==> src/rtl/fb_pkg.sv <==
// Shared types for the frame-buffer pixel writer: screen geometry, the queued
// pixel record and the write-FSM states.
package fb_pkg;
   localparam int FB_SCREEN_W = 320;
   localparam int FB_SCREEN_H = 240;
   localparam int FB_ADDR_W   = 17;

   typedef logic [FB_ADDR_W-1:0] fb_addr_t;

   typedef struct packed {
      logic [8:0] x;
      logic [7:0] y;
      logic [6:0] color;
   } pixel_t;

   typedef enum logic {
      IDLE  = 1'b0,
      WRITE = 1'b1
   } wr_state_t;
endpackage

==> src/rtl/fb_pixel_writer_fifo.sv <==
// Small synchronous FIFO of pixel records. Head is the oldest entry; push
// into a full FIFO or pop from an empty one is ignored.
module pixel_fifo
   import fb_pkg::*;
#(
   parameter int DEPTH = 8
) (
   input  logic   clk,
   input  logic   reset,
   input  logic   push,
   input  pixel_t push_data,
   input  logic   pop,
   output logic   full,
   output logic   empty,
   output pixel_t head
);
   localparam int PW = $clog2(DEPTH);

   pixel_t          mem [DEPTH];
   logic [PW-1:0]   wr_ptr;
   logic [PW-1:0]   rd_ptr;
   logic [PW:0]     count;
   logic            do_push;
   logic            do_pop;

   assign full    = (count == (PW+1)'(DEPTH));
   assign empty   = (count == '0);
   assign head    = mem[rd_ptr];
   assign do_push = push && !full;
   assign do_pop  = pop && !empty;

   // NOTE: sequential state uses non-blocking assignments so every flop samples pre-edge values.
   always_ff @(posedge clk) begin
      if (reset) begin
         wr_ptr <= '0;
         rd_ptr <= '0;
         count  <= '0;
      end else begin
         if (do_push) wr_ptr <= wr_ptr + PW'(1);
         if (do_pop)  rd_ptr <= rd_ptr + PW'(1);
         count <= count + (PW+1)'(do_push) - (PW+1)'(do_pop);
      end
   end

   // NOTE: storage is not reset; entries are only read after a push has written them.
   always_ff @(posedge clk) begin
      if (do_push) mem[wr_ptr] <= push_data;
   end
endmodule

==> src/rtl/fb_pixel_writer.sv <==
// Sprite pixel sink: clips and drops transparent pixels, queues the rest and
// writes them to the frame buffer with a we/ack handshake, reporting per-sprite counts.
module fb_pixel_writer
   import fb_pkg::*;
#(
   parameter int         SCREEN_W    = FB_SCREEN_W,
   parameter int         SCREEN_H    = FB_SCREEN_H,
   parameter logic [6:0] TRANSPARENT = 7'h00,
   parameter int         FIFO_DEPTH  = 8,
   parameter int         ADDR_W      = FB_ADDR_W
) (
   input  logic              clk,
   input  logic              reset,
   input  logic              in_valid,
   output logic              in_ready,
   input  logic [8:0]        in_x,
   input  logic [7:0]        in_y,
   input  logic [6:0]        in_color,
   input  logic              in_last,
   output logic [ADDR_W-1:0] mem_addr,
   output logic [6:0]        mem_data,
   output logic              mem_we,
   input  logic              mem_ack,
   output logic              frame_done,
   output logic [ADDR_W-1:0] px_written,
   output logic [ADDR_W-1:0] px_dropped
);
   wr_state_t         state;
   pixel_t            in_pix;
   pixel_t            head;
   logic              fifo_full;
   logic              fifo_empty;
   logic              accept;
   logic              keep;
   logic              push;
   logic              pop;
   logic              drop_evt;
   logic              wr_evt;
   logic              done_cond;
   logic              pending_last;
   logic [ADDR_W-1:0] head_addr;

   assign in_ready = !fifo_full && !reset;
   assign accept   = in_valid && in_ready;
   assign keep     = (int'(in_x) < SCREEN_W) && (int'(in_y) < SCREEN_H)
                     && (in_color != TRANSPARENT);
   assign push     = accept && keep;
   assign drop_evt = accept && !keep;
   assign in_pix   = '{x: in_x, y: in_y, color: in_color};

   // A write commits only while the request is actually up; stray acks in IDLE are ignored.
   assign wr_evt    = (state == WRITE) && mem_ack;
   assign pop       = !fifo_empty && ((state == IDLE) || wr_evt);
   assign done_cond = pending_last && fifo_empty && (state == IDLE) && !accept;

   // Constant multiply folds into shift-adds ((y<<8)+(y<<6) for a 320-wide screen).
   assign head_addr = ADDR_W'(head.y) * ADDR_W'(SCREEN_W) + ADDR_W'(head.x);

   pixel_fifo #(.DEPTH(FIFO_DEPTH)) u_fifo (
      .clk       (clk),
      .reset     (reset),
      .push      (push),
      .push_data (in_pix),
      .pop       (pop),
      .full      (fifo_full),
      .empty     (fifo_empty),
      .head      (head)
   );

   always_ff @(posedge clk) begin
      if (reset) begin
         state    <= IDLE;
         mem_we   <= 1'b0;
         mem_addr <= '0;
         mem_data <= '0;
      end else if (pop) begin
         state    <= WRITE;
         mem_we   <= 1'b1;
         mem_addr <= head_addr;
         mem_data <= head.color;
      end else if (wr_evt) begin
         state    <= IDLE;
         mem_we   <= 1'b0;
      end
   end

   always_ff @(posedge clk) begin
      if (reset) begin
         pending_last <= 1'b0;
         frame_done   <= 1'b0;
         px_written   <= '0;
         px_dropped   <= '0;
      end else begin
         frame_done <= done_cond;
         if (accept && in_last) pending_last <= 1'b1;
         else if (done_cond)    pending_last <= 1'b0;

         // Counters restart at the sprite boundary and saturate instead of wrapping.
         if (done_cond)                        px_written <= ADDR_W'(wr_evt);
         else if (wr_evt && px_written != '1)  px_written <= px_written + ADDR_W'(1);

         if (done_cond)                        px_dropped <= ADDR_W'(drop_evt);
         else if (drop_evt && px_dropped != '1) px_dropped <= px_dropped + ADDR_W'(1);
      end
   end
endmodule
==> config.mk <==
export PLATFORM = sky130hd
export DESIGN_NAME = fb_pixel_writer
export DESIGN_NICKNAME = d
export VERILOG_FILES = /design/src/rtl/fb_pkg.sv /design/src/rtl/fb_pixel_writer_fifo.sv /design/src/rtl/fb_pixel_writer.sv
export SDC_FILE = /design/constraint.sdc
export NUM_CORES = 1
export LEC_CHECK = 0
export ABC_AREA = 0
export CORE_MARGIN = 2
export CORE_UTILIZATION = 55
export CTS_BUF_LIST = sky130_fd_sc_hd__clkbuf_4 sky130_fd_sc_hd__clkbuf_8
export DETAILED_ROUTE_END_ITERATION = 6
export GPL_TIMING_DRIVEN = 1
export PLACE_DENSITY = 0.74
export SLEW_MARGIN = 20
export SYNTH_ARGS = -nofsm -noshare
export SYNTH_HDL_FRONTEND = slang
export SYNTH_HIERARCHICAL = 1
export SYNTH_SLANG_ARGS = --single-unit
==> constraint.sdc <==
create_clock -name clk -period 13.4 [get_ports clk]
set_input_delay 2.01 -clock clk [delete_from_list [all_inputs] [get_ports clk]]
set_output_delay 2.01 -clock clk [all_outputs]
set_load 0.005 [all_outputs]
==> qor.yml, run 1 <==
pwr-share-seq: 0.377
avgSynthCellArea_um2: 15.42
cts-resized-gates: 0
path_cells: "clkdlybuf4s50_1, buf_4, nor2_1, clkdlybuf4s50_1"
critPathMaxStageDelay_ns: 0.47
p_int_mw: 1.792
switching_power_mw: 0.7790
setup_tns_ns: 0
post_cts_buffers: 0
antenna_found_initial: 0
cp_slowest_cell: "clkdlybuf4s50_1"
routabilityCongestion: 0.7814
yosysTopAreaCell: "edfxtp_1"
cts_buffer_depth: 3
combPwrFrac: 0.326
cts_sinks: 266
seq_area_frac_synth: 0.6492
clkPwrFrac: 0.297
cp.buffers_inverters: 3
synth_area_um2: 11160
reg2regPathDepth: 11
dr.pass1.iters: 5
dp_hpwl_um: 14050
p_per_area_nw_per_um2: 192.6
async_flop_share: 0
use_met2: 0.3592
grt_util_all_layers: 0.2177
synthCells: 724
finalSetupViolCount: 0
die-area_um2: 21450
post-route-min-period_ns: 5.485
die_width_um: 146.5
die_y_um: 146.5
setup.reg_to_reg.worst_slack_ns: 8.81
rows: 52
grt_first_pass_wirelength_um: 36040
ioPinCount: 90
outcome: "complete, no violations"
p_leak_nw: 4.537
cts_inserted_buffers: 43
hold_ws_ns: 0.4582
skew_ns: 0.02341
antenna_cells: 0
cts_root_buf: "clkbuf_8"
startpoint_type: "input port"
min_period_over_period: 0.4093
ys_types: 59
crit_path_end: "in_ready"
slew_viol_final: 0
slew_headroom: 0.3687
drt_iter0_markers: 470
cts_tree: "built"
final_layout_size_suffix_gt1_frac: 0.1893
startpoint: "reset"
rsz0062_at_grt: "no"
crit_family: "buffers and inverters"
wl_um: 22760
grt_overflow: 0
initial_core_util: 0.5553
synth_edf_count: 192
first_global_vias: 6756
switching_share: 0.3030
viasPerCell: 5.770
core_area_um2: 20100
clk_latency_ns: 0.55
required_ns: 11.39
wl_per_cell_um: 19.84
cp.depth: 4
top_usage_layer: "met2"
power_mw: 2.571
tightest_slew_ns: 0.9447
use_met1: 0.2946
cap_violations: 0
antenna_left: 0
synth_top_area_frac: 0.5165
reg2reg_to: "mem_addr[15]"
synth_fp_nets: 782
synth_seq_cells: 266
cpMostUsedCell: "clkdlybuf4s50_1"
ys_top_cells_by_area: "edfxtp_1 (52%), dfxtp_1 (13%), mux4_2 (7.3%)"
use_met3: 0.04500
fin_area_um2: 13350
yosys_most_used_dff: "edfxtp_1"
yosys_warnings: 6
vias: 6618
io_buffers: 89
cts.clk_slew.worst_paths_ns: 0.05
area_growth_pct: 19.61
synth_common_cells: "edfxtp_1 (192), dfxtp_1 (74), nand2_1 (51)"
synth.most_common_cell: "edfxtp_1"
end_kind: "output pin"
hp-class: "reg -> reg"
ctsHoldBuffers: 0
path_class: "in -> out"
place_area_um2: 12380
max_freq_mhz: 182.3
critPathMaxFanout: 45
htreeDepth: 2
drc: 0
final_nets: 900
finalHoldViolations: 0
arrival_ns: 3.47
max-vdd-ir-drop_v: 0.00009493
grt_max_degree: 49
cells by family after synthesis:
| group | count (synthesis) | synth area share |
|---|---|---|
| AO/OA/AOI/OAI | 100 | 0.05537 |
| AND/OR/NAND/NOR | 182 | 0.08294 |
| flip-flops | 266 | 0.6492 |
| adder cells (fa/ha/maj) | 29 | 0.03452 |
| XOR/XNOR | 25 | 0.01961 |
| multiplexers | 81 | 0.1402 |
| buffers and inverters | 41 | 0.01816 |
cells in the final DEF (no fill, tap or decap), drive strengths merged, types with 10 or more instances in the layout:
cell type	instances
edfxtp	192
clkdlybuf4s50	89
dfxtp	74
clkbuf	67
nand2	51
mux4	48
a21oi	43
nor2	42
mux2	27
ha	26
o21ai	26
or3	17
xor2	15
inv	15
nand3	14
buf	11
xnor2	10
final cells by class:
| type | count | area [µm²] |
|---|---|---|
| inverter | 14 | 52.55 |
| sequential | 266 | 7249 |
| clock buffer | 67 | 834.6 |
| fill | 1356 | 6751 |
| timing repair buffer | 100 | 973.4 |
| multi-input combinational | 417 | 3766 |
| clock inverter | 13 | 138.9 |
| tap | 270 | 337.8 |
power groups by stage:
stage,combinational [mW],sequential (mW),clock (mW)
3_3_place_gp,0.808,0.982,0
3_5_place_dp,0.835,0.986,0
4_1_cts,0.840,0.969,0.777
6_report,0.838,0.970,0.763
2_1_floorplan,0.619,0.978,0
5_1_grt,0.928,0.974,0.809
layer usage:
metal | up-vias | routed length, µm
li1 | 3059 | -
met1 | 3339 | 9941
met2 | 179 | 11150
met3 | 41 | 1215
met4 | 0 | 451
met5 | - | 0
state kept, by name, summed over array words and instances (netlist names), named ones only:
signal	count
u_fifo/count	4
px_dropped	17
u_fifo/mem	192
mem_data	7
state	1
u_fifo/rd_ptr	3
mem_addr	17
px_written	17
pending_last	1
u_fifo/wr_ptr	3
frame_done	1
tightest hold or removal path, stage by stage, from the launching register on:
cell     delay, ns
dfxtp_1       0.31
nand2_1       0.05
a21oi_1       0.05
worst min-delay path by stage:
stage | from | end | slack, ns | depth (start not counted)
detailed placement | mem_data[0] | mem_data[0] | 0.45 | 2
finish | mem_data[0] | mem_data[0] | 0.46 | 2
CTS | mem_data[0] | mem_data[0] | 0.46 | 2
floorplan | pending_last | pending_last | 0.44 | 2
global placement | mem_addr[11] | mem_addr[11] | 0.44 | 2
global route | mem_addr[8] | mem_addr[8] | 0.48 | 2
per-stage QoR:
step,utilization,setup WS (ns),instances
after global routing,0.6642,7.860,1147
after floorplan,-,7.385,724
after CTS,0.6642,7.916,1147
after global placement,0.6158,7.918,1067
after detailed placement,0.6158,7.695,1067
final,0.6642,7.915,1147
Note: power is estimated with default switching activity, not from simulation.
==> run 2, diff against run 1 <==
==> constraint.sdc (replaced) <==
create_clock -name clk -period 5.7 [get_ports clk]
set_input_delay 0.855 -clock clk [delete_from_list [all_inputs] [get_ports clk]]
set_output_delay 0.855 -clock clk [all_outputs]
set_load 0.005 [all_outputs]
==> qor.yml, run 2 (same netlist as run 1, synthesis figures left out) <==
dr.pass1.iters: 4  # -1
rows: 52  # unchanged
required_ns: 6.11  # -5.28 ns
cts_buffer_depth: 3  # unchanged
finalSetupViolCount: 0  # unchanged
antenna_found_initial: 0  # unchanged
wl_um: 22640  # -0.51%
slew_headroom: 0.4198  # +0.05108
first_global_vias: 6877  # +1.8%
finalHoldViolations: 0  # unchanged
fin_util: 0.6585  # -0.005725
p_int_mw: 3.973  # +120%
outcome: "complete, no violations"
cts_root_buf: "clkbuf_8"
p_per_area_nw_per_um2: 435.1  # +130%
rsz0062_at_grt: "no"
area_growth_pct: 18.58
cp_slowest_cell: "dfxtp_2"
wl_per_cell_um: 19.65  # -0.95%
cts_inserted_buffers: 43  # unchanged
drt_iter0_markers: 427  # -9.1%
htreeDepth: 2  # unchanged
die-area_um2: 21450  # unchanged
cpMostUsedCell: "ha_1"
switching_power_mw: 1.786  # +130%
regMostFlops: "u_fifo/mem"
ctsHoldBuffers: 0  # unchanged
min_period_over_period: 0.7584
crit_family: "adder cells"
core_area_um2: 20100  # unchanged
grt_first_pass_wirelength_um: 36160  # +0.34%
ioPinCount: 90  # unchanged
final_cell_mix: "edfxtp_1 (192), clkdlybuf4s50_1 (89), dfxtp_1 (72)"
dp_hpwl_um: 14270  # +1.6%
antenna_left: 0  # unchanged
drc: 0  # unchanged
path_cells: "mux4_2, mux2_4, ha_1, ha_1, fa_1, o211a_1, o21ai_0, nor4b_1, a311oi_1, a2111oi_0"
p_leak_nw: 4.493  # -0.97%
setup_tns_ns: 0  # unchanged
largest_reg_flops: 192  # unchanged
cts_sinks: 266  # unchanged
max_freq_mhz: 231.3
clkPwrFrac: 0.267  # -0.030
end_kind: "flop"
vias: 6583  # -0.53%
critPathMaxStageDelay_ns: 0.82  # +0.35 ns
grt_overflow: 0  # unchanged
io_buffers: 89  # unchanged
tightest_slew_ns: 0.8703  # -0.07438 ns
cts.clk_slew.worst_paths_ns: 0.06  # about the same
routabilityCongestion: 0.7417  # -5.1%
final_nets: 906  # +0.67%
layout_commonest_cell: "edfxtp_1"
path_class: "reg -> reg"
antenna_cells: 0  # unchanged
post-route-min-period_ns: 4.323
clk_latency_ns: 0.54  # about the same
cp.buffers_inverters: 0  # -3
critPathMaxFanout: 22  # -51%
cts_tree: "built"
post_cts_buffers: 0  # unchanged
switching_share: 0.3101  # +0.007116
slew_viol_final: 0  # unchanged
grt_util_all_layers: 0.2163  # -0.001447
die_width_um: 146.5  # unchanged
startpoint_type: "flop"
grt_max_degree: 45  # -8.2%
cap_violations: 0  # unchanged
cts-resized-gates: 0  # unchanged
skew_ns: 0.01345  # -0.009963 ns
viasPerCell: 5.714  # -0.96%
die_y_um: 146.5  # unchanged
combPwrFrac: 0.335  # +0.009
arrival_ns: 4.73  # +1.26 ns
final_layout_size_suffix_gt1_frac: 0.1825  # -0.006742
hp-class: "reg -> reg"
pwr-share-seq: 0.399  # +0.022
max-vdd-ir-drop_v: 0.0002459  # +160%
initial_core_util: 0.5553  # unchanged
==> run 2: final cells by class <==
class,count,area (µm²)
fill,1393,6867
timing repair buffer,106,1031
inverter,14,52.55
multi-input combinational,417,3751
sequential,266,7249
tap,270,337.8
clock buffer,58,723.2
clock inverter,21,92.59
==> run 2: path summary, 6_finish.rpt <==
kind / depth (start not counted) / endpoint / slack, ns / start
max: 10 / mem_addr[15] / 1.38 / flop
min: 2 / mem_data[5] / 0.45 / mem_data[5]
max reg2reg: 10 / mem_addr[15] / 1.38 / flop
min reg2reg: 2 / mem_data[5] / 0.45 / mem_data[5]
==> run 2: metrics by stage <==
stage                     hold WS (ns)  setup WS, ns  cell area, µm²  std cells  power (mW)
after detailed placement        0.4469         1.326           12420       1073       4.256
final                           0.4549         1.377           13240       1152       5.759
after global placement          0.4442         1.537           12420       1073       4.224
after floorplan                 0.4367        0.8404           11160        724       3.754
after CTS                       0.4547         1.360           13240       1152       5.802
after global routing            0.4814         1.076           13240       1152       6.124
==> run 2: routing by layer <==
metal	up-vias	routed length, µm	GRT usage
li1	3066	-	-
met1	3312	9914	0.2906
met2	170	11060	0.3604
met3	35	1292	0.04500
met4	0	376	0.06456
met5	-	0	0
==> run 2: worst register-to-register path: cells and delay by family, from the launching register on <==
| family | cells | cell delay (ns) |
|---|---|---|
| flip-flops | 1 | 0.82 |
| AND/OR/NAND/NOR | 1 | 0.57 |
| AO/OA/AOI/OAI | 4 | 0.83 |
| adder cells (fa/ha/maj) | 3 | 1.09 |
| multiplexers | 2 | 0.89 |
==> run 2: power by group through the flow <==
| stage | clock (mW) | sequential, mW | combinational (mW) |
|---|---|---|---|
| 2_1_floorplan | 0 | 2.30 | 1.46 |
| 3_3_place_gp | 0 | 2.33 | 1.89 |
| 3_5_place_dp | 0 | 2.34 | 1.92 |
| 4_1_cts | 1.57 | 2.30 | 1.93 |
| 5_1_grt | 1.67 | 2.31 | 2.14 |
| 6_report | 1.54 | 2.30 | 1.93 |
